**config.mk**
```make
export PLATFORM = sky130hd
export DESIGN_NAME = tri_pixel_fb
export DESIGN_NICKNAME = d
export VERILOG_FILES = /design/src/rtl/tri_fb_pkg.sv /design/src/rtl/tri_fb_bitmap.sv /design/src/rtl/tri_pixel_fb.sv
export SDC_FILE = /design/constraint.sdc
export NUM_CORES = 1
export LEC_CHECK = 0
export BUFFER_PORTS_ARGS = -buffer_cell sky130_fd_sc_hd__buf_2
export CORE_UTILIZATION = 30
export CTS_BUF_LIST = sky130_fd_sc_hd__clkbuf_4 sky130_fd_sc_hd__clkbuf_8
export CTS_CLUSTER_DIAMETER = 80
export CTS_CLUSTER_SIZE = 28
export DETAILED_ROUTE_END_ITERATION = 6
export PLACE_DENSITY = 0.45
export SKIP_CTS_REPAIR_TIMING = 1
export SLEW_MARGIN = 20
export SYNTH_ARGS = -nofsm -noshare
export SYNTH_HDL_FRONTEND = slang
export SYNTH_SLANG_ARGS = --single-unit
```
**constraint.sdc**
```tcl
create_clock -name clk -period 2.9 [get_ports clk]
set_input_delay 0.58 -clock clk [delete_from_list [all_inputs] [get_ports clk]]
set_output_delay 0.58 -clock clk [all_outputs]
set_load 0.005 [all_outputs]
```
**src/rtl/tri_fb_pkg.sv**
```systemverilog
// Shared types and default sizing for the triangle framebuffer capture stage.
package tri_fb_pkg;
  localparam int DEF_CW   = 3;
  localparam int DEF_CNTW = 7;
  localparam int GRID_DIM = 2 ** DEF_CW;

  typedef enum logic [1:0] {IDLE, CAPTURE, DRAIN, DONE} fb_state_t;
endpackage

```
**src/rtl/tri_fb_bitmap.sv**
```systemverilog
// Occupancy bitmap: one bit per grid pixel, bulk clear, single-pixel set,
// lookup of the addressed pixel and a whole-row read port.
module tri_fb_bitmap
  import tri_fb_pkg::*;
#(
  parameter int CW = DEF_CW
) (
  input  logic              clk,
  input  logic              clear,
  input  logic              set_en,
  input  logic [CW-1:0]     set_x,
  input  logic [CW-1:0]     set_y,
  output logic              was_set,
  input  logic [CW-1:0]     rd_sel,
  output logic [2**CW-1:0]  rd_bits
);
  localparam int GRID = 2 ** CW;

  logic [GRID-1:0] bits_q [GRID];
  logic [GRID-1:0] bits_d [GRID];

  // Clear is applied before the set so a pixel arriving with the clear survives.
  always_comb begin
    for (int r = 0; r < GRID; r++) begin
      bits_d[r] = clear ? '0 : bits_q[r];
      if (set_en && (set_y == CW'(r))) bits_d[r][set_x] = 1'b1;
    end
  end

  always_ff @(posedge clk) begin
    bits_q <= bits_d;
  end

  assign was_set = bits_q[set_y][set_x];
  assign rd_bits = bits_q[rd_sel];
endmodule

```
**src/rtl/tri_pixel_fb.sv**
```systemverilog
// Captures the rasterizer pixel stream into a bitmap, counts distinct pixels,
// then drains rows over valid/ready. Define TRI_FB_DUP_CNT_EN for the dup_cnt output.
module tri_pixel_fb
  import tri_fb_pkg::*;
#(
  parameter int CW   = DEF_CW,
  parameter int CNTW = DEF_CNTW
) (
  input  logic              clk,
  input  logic              reset,
  input  logic              busy_i,
  input  logic              po_i,
  input  logic [CW-1:0]     xo_i,
  input  logic [CW-1:0]     yo_i,
  output logic              rd_valid,
  input  logic              rd_ready,
  output logic [CW-1:0]     rd_row,
  output logic [2**CW-1:0]  rd_data,
  output logic [CNTW-1:0]   pix_cnt,
  output logic              ovr,
`ifdef TRI_FB_DUP_CNT_EN
  output logic [CNTW-1:0]   dup_cnt,
`endif
  output logic              frame_done
);
  localparam int                GRID     = 2 ** CW;
  localparam logic [CW-1:0]     LAST_ROW = CW'(GRID - 1);
  localparam logic [CNTW-1:0]   MAX_PIX  = CNTW'(GRID * GRID);

  function automatic logic [CNTW-1:0] sat_inc(input logic [CNTW-1:0] cnt,
                                              input logic [CNTW-1:0] lim);
    return (cnt == lim) ? cnt : cnt + CNTW'(1);
  endfunction

  fb_state_t       state, state_nxt;
  logic [CW-1:0]   row;
  logic [GRID-1:0] row_bits;
  logic            start, cap_wr, was_set, row_acc, new_pix;

  // A capture may start from DONE as well, so a busy rise there is not lost.
  assign start   = busy_i && ((state == IDLE) || (state == DONE));
  assign cap_wr  = po_i && (start || (state == CAPTURE));
  assign row_acc = rd_valid && rd_ready;
  assign new_pix = (state == CAPTURE) && po_i && !was_set;

  tri_fb_bitmap #(.CW(CW)) u_bitmap (
    .clk     (clk),
    .clear   (reset || start),
    .set_en  (cap_wr && !reset),
    .set_x   (xo_i),
    .set_y   (yo_i),
    .was_set (was_set),
    .rd_sel  (row),
    .rd_bits (row_bits)
  );

  always_ff @(posedge clk) begin
    if (reset) state <= IDLE;
    else       state <= state_nxt;
  end

  always_comb begin
    state_nxt = state;
    case (state)
      IDLE:    if (busy_i) state_nxt = CAPTURE;
      CAPTURE: if (!busy_i) state_nxt = DRAIN;
      DRAIN:   if (row_acc && (row == LAST_ROW)) state_nxt = DONE;
      DONE:    state_nxt = busy_i ? CAPTURE : IDLE;
      default: state_nxt = IDLE;
    endcase
  end

  always_comb begin
    rd_valid   = 1'b0;
    rd_row     = '0;
    rd_data    = '0;
    frame_done = 1'b0;
    case (state)
      DRAIN: begin
        rd_valid = 1'b1;
        rd_row   = row;
        rd_data  = row_bits;
      end
      DONE:    frame_done = 1'b1;
      default: ;
    endcase
  end

  always_ff @(posedge clk) begin
    if (reset)                                 row <= '0;
    else if ((state == CAPTURE) && !busy_i)    row <= '0;
    else if (row_acc)                          row <= row + CW'(1);
  end

  always_ff @(posedge clk) begin
    if (reset)        pix_cnt <= '0;
    else if (start)   pix_cnt <= cap_wr ? CNTW'(1) : '0;
    else if (new_pix) pix_cnt <= sat_inc(pix_cnt, MAX_PIX);
  end

  // Any pixel offered while not capturing is dropped and flagged.
  always_ff @(posedge clk) begin
    if (reset || start)                 ovr <= 1'b0;
    else if (po_i && (state != CAPTURE)) ovr <= 1'b1;
  end

`ifdef TRI_FB_DUP_CNT_EN
  always_ff @(posedge clk) begin
    if (reset || start)
      dup_cnt <= '0;
    else if ((state == CAPTURE) && po_i && was_set)
      dup_cnt <= sat_inc(dup_cnt, '1);
  end
`endif

  always_ff @(posedge clk) begin
    if (!reset) assert (pix_cnt <= MAX_PIX);
  end
endmodule

```
==> flow_summary.yaml, run 1 <==
global_route:
  grt.met1_usage_pct: 21.43
  grt-ovfl-total: 0
  grt_pass1_vias: 3006
  antenna_found_initial: 0
  grt_max_degree: 42
  grt_use_met2_pct: 25.89
  grt_pass1_wl_mm: 17.22
  track_usage_pct: 16.41
  grt_busiest_layer: "met2"
  met3_usage_pct: 3.794
sta:
  fin_crit_ns: 2.554
  setup_tns_ns: 0
  fmax_mhz: 391.5
  maxSlewViolCount: 0
  min_period_over_period_pct: 88.08
  final_hold_viol_count: 0
  tightest_slew_ns: 0.6135
  setup_viol: 0
  slew_headroom_pct: 58.58
  rsz0062_at_grt: "no"
  final.setup_skew_ns: 0.01395
clocking:
  clkTransAtPathRegs_ns: 0.08
  cts.sinks: 77
  root_buffer: "clkbuf_8"
  htreeDepth: 3
  cts_tree: "yes"
  clock_latency_ns: 0.38
  cts_buffers: 9
  clock_path_buffers: 2
placement:
  hpwl_mm: 7.379
  gp_congestion: 0.7694
  placed_area_sq_um: 4285
  portBuffers: 31
  dp.cells: 598
logic_synthesis:
  yosysTopAreaCellShare_pct: 38.58
  postSynth.asyncResetShare_pct: 0
  synth.most_common_cell: "nand2_1"
  yosysSeqAreaShare_pct: 38.58
  synth_edf_count: 0
  synth.net_count: 433
  synthTopCellsByCount: "84 x nand2_1, 77 x dfxtp_1, 65 x o21ai_0"
  synth_cells: 413
  ys.warnings.count: 0
  ys.flop_type: "dfxtp_1"
  netlist_area_sq_um: 3995
  synth_seq_cells: 77
  yosysUniqueCellTypes: 52
  syn_avg_cell_area_sq_um: 9.673
  synthTopCellsByArea: "dfxtp_1 39%, mux4_2 12%, o21ai_0 8.1%"
  synth_top_cell_by_area: "dfxtp_1"
floorplan:
  initial_core_util_pct: 31.15
  rows: 41
  die_area_sq_um: 13780
  io_pins: 32
  core_area_sq_um: 12820
  chipHeight_um: 117.4
  die_w_um: 117.4
drt:
  drt_iter0_markers: 168
  via_count: 3168
  firstDrtPassIters: 4
  wl_per_cell_um: 17.72
  wl_mm: 10.88
  ant_nets: 0
  viasPerCell: 5.160
  drc: 0
final_layout:
  area_growth_pct: 12.43
  fin_nets: 457
  post-route-cell-area_sq_um: 4492
  final_util_pct: 35.02
  stdcell_count: 614
  drive_above_1_share_pct: 19.91
  num_antenna_cells: 0
power:
  irDropWorstVdd_uv: 270.0
  power_density_nw_per_um2: 557.4
  p_leak_nw: 1.695
critical_path:
  slowest_delay_ns: 0.52
  start_kind: "flip-flop"
  worstPathRequired_ns: 2.32
  slowest_stage: "mux4_2"
  worstPathMaxFanout: 19
  cp_cell_sequence: "buf_12 > mux4_2 > mux2i_1 > nor2b_1 > buf_2"
  crit_arrival_ns: 1.97
  endpoint_kind: "output port"
  critical_path_class: "flip-flop to output port"
hold_path:
  hp-class: "input port to flip-flop"
run_status:
  run_status: "complete, no violations"
job:
  drv_cap: 0
[final cells by class]
type	count	area (sq um)
repair buffers	42	250.2
well taps	172	215.2
clock inverters	6	68.82
flip-flops and latches	77	1541
multi-input cells	297	2241
inverters	10	37.54
clock buffers	10	137.6
fillers	1348	8333
[critical path: cells and delay by family, from the launching register on]
kind	cells	cell delay (ns)
simple gates	1	0.09
flops	1	0.36
mux	2	0.81
buf+inv	2	0.33
[path summary, 6_finish.rpt]
check,depth (start not counted),endpoint,slack (ns),from
worst max-delay path,5,rd_data[6],0.35,row[0]$_SDFFE_PP0P_
worst min-delay path,3,ovr$_SDFFE_PP0P_,0.48,po_i
worst max register to register,8,u_bitmap.bits_q[36]$_DFF_P_,0.43,state[0]$_SDFFE_PP0P_
worst min register to register,2,u_bitmap.bits_q[16]$_DFF_P_,0.48,u_bitmap.bits_q[16]$_DFF_P_
[sequential cells by signal (all words and copies together), names as in the netlist]
name	count
ovr	1
u_bitmap.bits_q	64
state	2
pix_cnt	7
row	3
[routing by layer]
layer  part of all wire, %  vias to the layer above
met5                     0                        -
met4                   2.4                        0
met3                   4.9                       20
met2                    47                       79
met1                    46                     1531
li1                      -                     1538
[cell usage in the layout, fill, tap and decap left out, types with 6 or more instances in the layout]
master    count
mux4_2       22
buf_4        10
a21oi_1       8
ha_1          9
dfxtp_1      77
o21ai_0      65
clkbuf_8     10
nor2_1       13
or3_1         6
nor2b_1      12
inv_1        10
nand3_1       7
mux4_1        9
mux2i_1      16
nand2_1      84
buf_2        31
[through the flow]
step           setup WS [ns]  power [mW]  hold slack (ns)
2_1_floorplan         0.3775       1.517           0.4317
3_3_place_gp         0.09078       1.669           0.4489
3_5_place_dp         0.04745       1.676           0.4635
4_1_cts               0.3110       2.536           0.4626
5_1_grt               0.2741       2.643           0.4710
6_report              0.3458       2.504           0.4774
[power by group]
group / switching, mW / internal (mW) / total, mW
clock network: 0.430 / 0.427 / 0.857
logic: 0.336 / 0.193 / 0.529
registers: 0.0294 / 1.09 / 1.12
[cell families (layout without fill, tap and decap cells)]
family / after synthesis / count (layout) / share of synthesized area (%)
simple gates: 149 / 149 / 17.38
compound gates: 89 / 89 / 12.59
flops: 77 / 77 / 38.58
mux: 49 / 49 / 22.89
buf+inv: 39 / 68 / 5.512
fa+ha+maj: 9 / 9 / 2.819
xor+xnor: 1 / 1 / 0.2193
No activity file was read; power rests on OpenSTA's default activity.
==> inputs of run 2 (changes only) <==
BUFFER_PORTS_ARGS = unset   (was -buffer_cell sky130_fd_sc_hd__buf_2)
DONT_BUFFER_PORTS = 1   (was unset)
PLACE_DENSITY = 0.43   (was 0.45)
==> flow_summary.yaml, run 2 (synthesized netlist as in run 1, its figures left out) <==
clocking:
  cts_tree: "yes"
  cts_buffers: 9
  clkTransAtPathRegs_ns: 0.08
  cts.sinks: 77
  clock_path_buffers: 2
  htreeDepth: 3
  root_buffer: "clkbuf_8"
  clock_latency_ns: 0.36
drt:
  wl_mm: 11.05
  drc: 0
  via_count: 2998
  wl_per_cell_um: 19.15
  ant_nets: 0
  drt_iter0_markers: 243
  viasPerCell: 5.196
  firstDrtPassIters: 4
sta:
  maxSlewViolCount: 0
  rsz0062_at_grt: "no"
  slew_headroom_pct: 49.49
  fin_crit_ns: 2.557
  setup_viol: 0
  min_period_over_period_pct: 88.19
  final.setup_skew_ns: 0.01577
  final_hold_viol_count: 0
  tightest_slew_ns: 0.7559
  fmax_mhz: 391.0
  setup_tns_ns: 0
power:
  irDropWorstVdd_uv: 284.5
  p_leak_nw: 1.522
  power_density_nw_per_um2: 575.0
floorplan:
  die_w_um: 117.4
  rows: 41
  io_pins: 32
  initial_core_util_pct: 31.15
  core_area_sq_um: 12820
  chipHeight_um: 117.4
  die_area_sq_um: 13780
critical_path:
  critical_path_class: "flip-flop to output port"
  crit_arrival_ns: 1.98
  worstPathRequired_ns: 2.32
  worstPathMaxFanout: 19
  reg2reg_slack_ns: 0.51
  reg2reg_from: "state[0]$_SDFFE_PP0P_"
  cp_cell_sequence: "buf_4 > mux4_2 > mux2i_1 > nor2b_1"
  cp-startpoint: "row[0]$_SDFFE_PP0P_"
  worst-path-stages: 4
  critPathCapture: "rd_data[6]"
  endpoint_kind: "output port"
  path_buf_inv: 1
  slowest_delay_ns: 0.55
  start_kind: "flip-flop"
  r2r_cells: 8
  slowest_stage: "mux4_2"
  crit_family: "multiplexers"
  r2r_end: "u_bitmap.bits_q[1]$_DFF_P_"
global_route:
  grt_pass1_vias: 2901
  grt-ovfl-total: 0
  grt_max_degree: 42
  grt_pass1_wl_mm: 17.39
  antenna_found_initial: 0
  track_usage_pct: 16.68
final_layout:
  mostFrequentLayoutCell: "nand2_1"
  fillCellCount: 1366
  largest_register_ffs: 64
  reg_top3: "u_bitmap.bits_q (64), pix_cnt (7), row (3)"
  num_antenna_cells: 0
  area_growth_pct: 7.704
  drive_above_1_share_pct: 12.59
  largest-register: "u_bitmap.bits_q"
  stdcell_count: 577
  mostFrequentLayoutCells: "84 x nand2_1, 77 x dfxtp_1, 65 x o21ai_0"
  fin_nets: 420
hold_path:
  worstHoldStart: "reset"
  hp-class: "input port to flip-flop"
placement:
  portBuffers: 0
  dp.cells: 561
  gp_congestion: 0.7850
  hpwl_mm: 7.408
run_status:
  run_status: "complete, no violations"
job:
  drv_cap: 0
run 2: cell count changes in the layout (fill, tap and decap cells not counted):
cell,before,now
buf_2,31,0
clkinvlp_4,1,0
inv_6,2,1
buf_4,10,4
clkbuf_8,10,12
run 2: worst min-delay path by stage:
stage / endpoint / slack [ns] / cells after the start
final: state[1]$_SDFFE_PP0P_ / 0.28 / 1
after global routing: state[1]$_SDFFE_PP0P_ / 0.26 / 1
after global placement: u_bitmap.bits_q[24]$_DFF_P_ / 0.45 / 2
after floorplan: u_bitmap.bits_q[47]$_DFF_P_ / 0.43 / 2
after detailed placement: u_bitmap.bits_q[50]$_DFF_P_ / 0.46 / 2
after CTS: state[1]$_SDFFE_PP0P_ / 0.27 / 1
run 2: worst reg2reg max path: stages (launching register included):
cell	delay [ns]
dfxtp_1	0.37
inv_1	0.11
ha_1	0.32
nor2b_1	0.17
nor2_1	0.06
or3_1	0.37
nor2_1	0.22
nand3_1	0.38
o21ai_0	0.32
run 2: final cells by class:
cell class                 instances  area, sq um  share of cell area, %
timing repair buffer               5        50.05                  1.163
multi-input combinational        297         2241                  52.08
tap                              172        215.2                  5.001
inverter                          10        37.54                 0.8723
clock inverter                     4        52.55                  1.221
clock buffer                      12        165.2                  3.838
sequential                        77         1541                  35.82
run 2: power breakdown:
part	total (mW)	internal [mW]	leakage, nW	switching (mW)
Sequential	1.12	1.09	0.621	0.0337
Clock	0.882	0.471	0.113	0.411
Combinational	0.470	0.171	0.788	0.299
run 2: metrics by stage:
| stage | util [%] | hold WS (ns) | power (mW) | instance area (sq um) | worst slack, ns |
|---|---|---|---|---|---|
| floorplan | - | 0.4317 | 1.517 | 3995 | 0.3775 |
| global placement | 31.85 | 0.4513 | 1.619 | 4085 | 0.4780 |
| detailed placement | 31.85 | 0.4627 | 1.622 | 4085 | 0.4534 |
| CTS | 33.55 | 0.2650 | 2.513 | 4303 | 0.2565 |
| global route | 33.55 | 0.2608 | 2.618 | 4303 | 0.2313 |
| finish | 33.55 | 0.2847 | 2.474 | 4303 | 0.3426 |
run 2: routing by layer:
layer  global-route usage [%]  wire length, um  part of all wire [%]
met5                        0                0                     0
met4                    5.276              184                   1.7
met3                    4.961              756                   6.8
met2                    26.74             5184                    47
met1                    21.41             4926                    45
==> inputs of run 3 (changes only) <==
clock period = 2.8 ns   (was 2.9 ns; I/O delays follow)
==> flow_summary.yaml, run 3 (synthesized netlist as in run 1, its figures left out) <==
sta:
  setup_tns_ns: 0
  maxSlewViolCount: 0
  final_hold_viol_count: 0
  rsz0062_at_grt: "no"
  min_period_over_period_pct: 91.77
  finalHoldWorstSlack_ns: 0.2506
  tightest_slew_ns: 0.6073
  slew_headroom_pct: 59.51
  fin_crit_ns: 2.570
  setup_viol: 0
  fmax_mhz: 389.2
  final.setup_skew_ns: 0.006982
floorplan:
  die_area_sq_um: 13780
  core_area_sq_um: 12820
  chipHeight_um: 117.4
  rows: 41
  die_w_um: 117.4
  initial_core_util_pct: 31.15
  io_pins: 32
final_layout:
  largest_register_ffs: 64
  fin_nets: 420
  seq_area_sq_um: 1541
  mostFrequentLayoutCell: "nand2_1"
  num_antenna_cells: 0
  fillCellCount: 1380
  reg_top3: "u_bitmap.bits_q (64), pix_cnt (7), row (3)"
  area_growth_pct: 7.235
  mostFrequentLayoutCells: "84 x nand2_1, 77 x dfxtp_1, 65 x o21ai_0"
  drive_above_1_share_pct: 12.38
  post-route-cell-area_sq_um: 4284
  largest-register: "u_bitmap.bits_q"
  multi_input_area_sq_um: 2241
critical_path:
  path_buf_inv: 1
  worstPathRequired_ns: 2.24
  start_kind: "flip-flop"
  crit_family: "multiplexers"
  crit_arrival_ns: 2.01
  cp_cell_sequence: "buf_4 > mux4_2 > mux2i_1 > nor2b_1"
  slowest_delay_ns: 0.55
  worstPathMaxFanout: 19
  critical_path_class: "flip-flop to output port"
  reg2reg_slack_ns: 0.36
  r2r_end: "u_bitmap.bits_q[55]$_DFF_P_"
  reg2reg_from: "state[1]$_SDFFE_PP0P_"
  r2r_cells: 8
  slowest_stage: "mux4_2"
  endpoint_kind: "output port"
placement:
  placed_area_sq_um: 4085
  hpwl_mm: 7.166
  gp_congestion: 0.7350
  portBuffers: 0
drt:
  viasPerCell: 5.297
  wl_mm: 10.89
  via_count: 3051
  drt_iter0_markers: 215
  ant_nets: 0
  firstDrtPassIters: 4
  wl_per_cell_um: 18.90
  drc: 0
clocking:
  root_buffer: "clkbuf_8"
  clkTransAtPathRegs_ns: 0.08
  htreeDepth: 3
  clock_latency_ns: 0.37
  cts_tree: "yes"
  clock_path_buffers: 2
  cts_buffers: 9
  cts.sinks: 77
power:
  irDropWorstVdd_uv: 284.1
  p_total_mw: 2.514
  p_leak_nw: 1.508
  power_density_nw_per_um2: 586.9
run_status:
  run_status: "complete, no violations"
job:
  drv_cap: 0
global_route:
  track_usage_pct: 16.83
  grt_max_degree: 65
  antenna_found_initial: 0
  grt_pass1_vias: 3018
  grt-ovfl-total: 0
  grt_pass1_wl_mm: 17.37
hold_path:
  hp-class: "input port to flip-flop"
  worstHoldStart: "reset"
  min_to: "state[1]$_SDFFE_PP0P_"
  worstHoldPathCells: 1
## run 3: cell count changes in the layout (fill, tap and decap cells not counted), sizes merged
cell / delta
clkinv: -1
clkinvlp: +1
inv: -1
## run 3: layout make-up
class | instances | area share [%]
repair buffers | 5 | 1.168
multi-input cells | 297 | 52.31
flip-flops and latches | 77 | 35.98
clock buffers | 12 | 3.563
well taps | 172 | 5.023
clock inverters | 3 | 1.081
inverters | 10 | 0.8762
## run 3: metrics by stage
stage                     util (%)  setup WS, ns  cells
after floorplan                  -        0.2975    413
after global placement       31.85        0.3699    561
after detailed placement     31.85        0.3671    561
after CTS                    33.40        0.1475    576
after global routing         33.40       0.08474    576
final                        33.40        0.2305    576
## run 3: worst reg2reg max path, stage by stage, from the launching register on
cell,delay (ns)
dfxtp_1,0.40
inv_1,0.10
ha_1,0.30
nor2b_1,0.16
nor2_1,0.05
or3_1,0.36
nor2_1,0.29
nand2_1,0.40
o21ai_0,0.29
## run 3: per-layer routing
metal	routed length, um	global-route usage (%)	vias up	part of all wire, %
li1	-	-	1461	-
met1	4968	21.64	1501	46
met2	4937	25.67	82	45
met3	863	6.323	7	7.9
met4	118	5.925	0	1.1
met5	0	0	-	0
## run 3: worst max path at each step
stage                                      from                     endpoint  slack, ns  cells past startpoint
after floorplan                         yo_i[0]      pix_cnt[5]$_SDFFE_PP0P_       0.30                      7
after global placement                  yo_i[0]      pix_cnt[0]$_SDFFE_PP0P_       0.37                      6
after detailed placement                yo_i[0]      pix_cnt[0]$_SDFFE_PP0P_       0.37                      6
after CTS                   row[0]$_SDFFE_PP0P_                   rd_data[6]       0.15                      4
after global routing      state[1]$_SDFFE_PP0P_  u_bitmap.bits_q[53]$_DFF_P_       0.08                      8
final                       row[0]$_SDFFE_PP0P_                   rd_data[6]       0.23                      4
## run 3: power breakdown
group | switching, mW | internal, mW
logic | 0.306 | 0.177
clock network | 0.416 | 0.453
registers | 0.0344 | 1.13
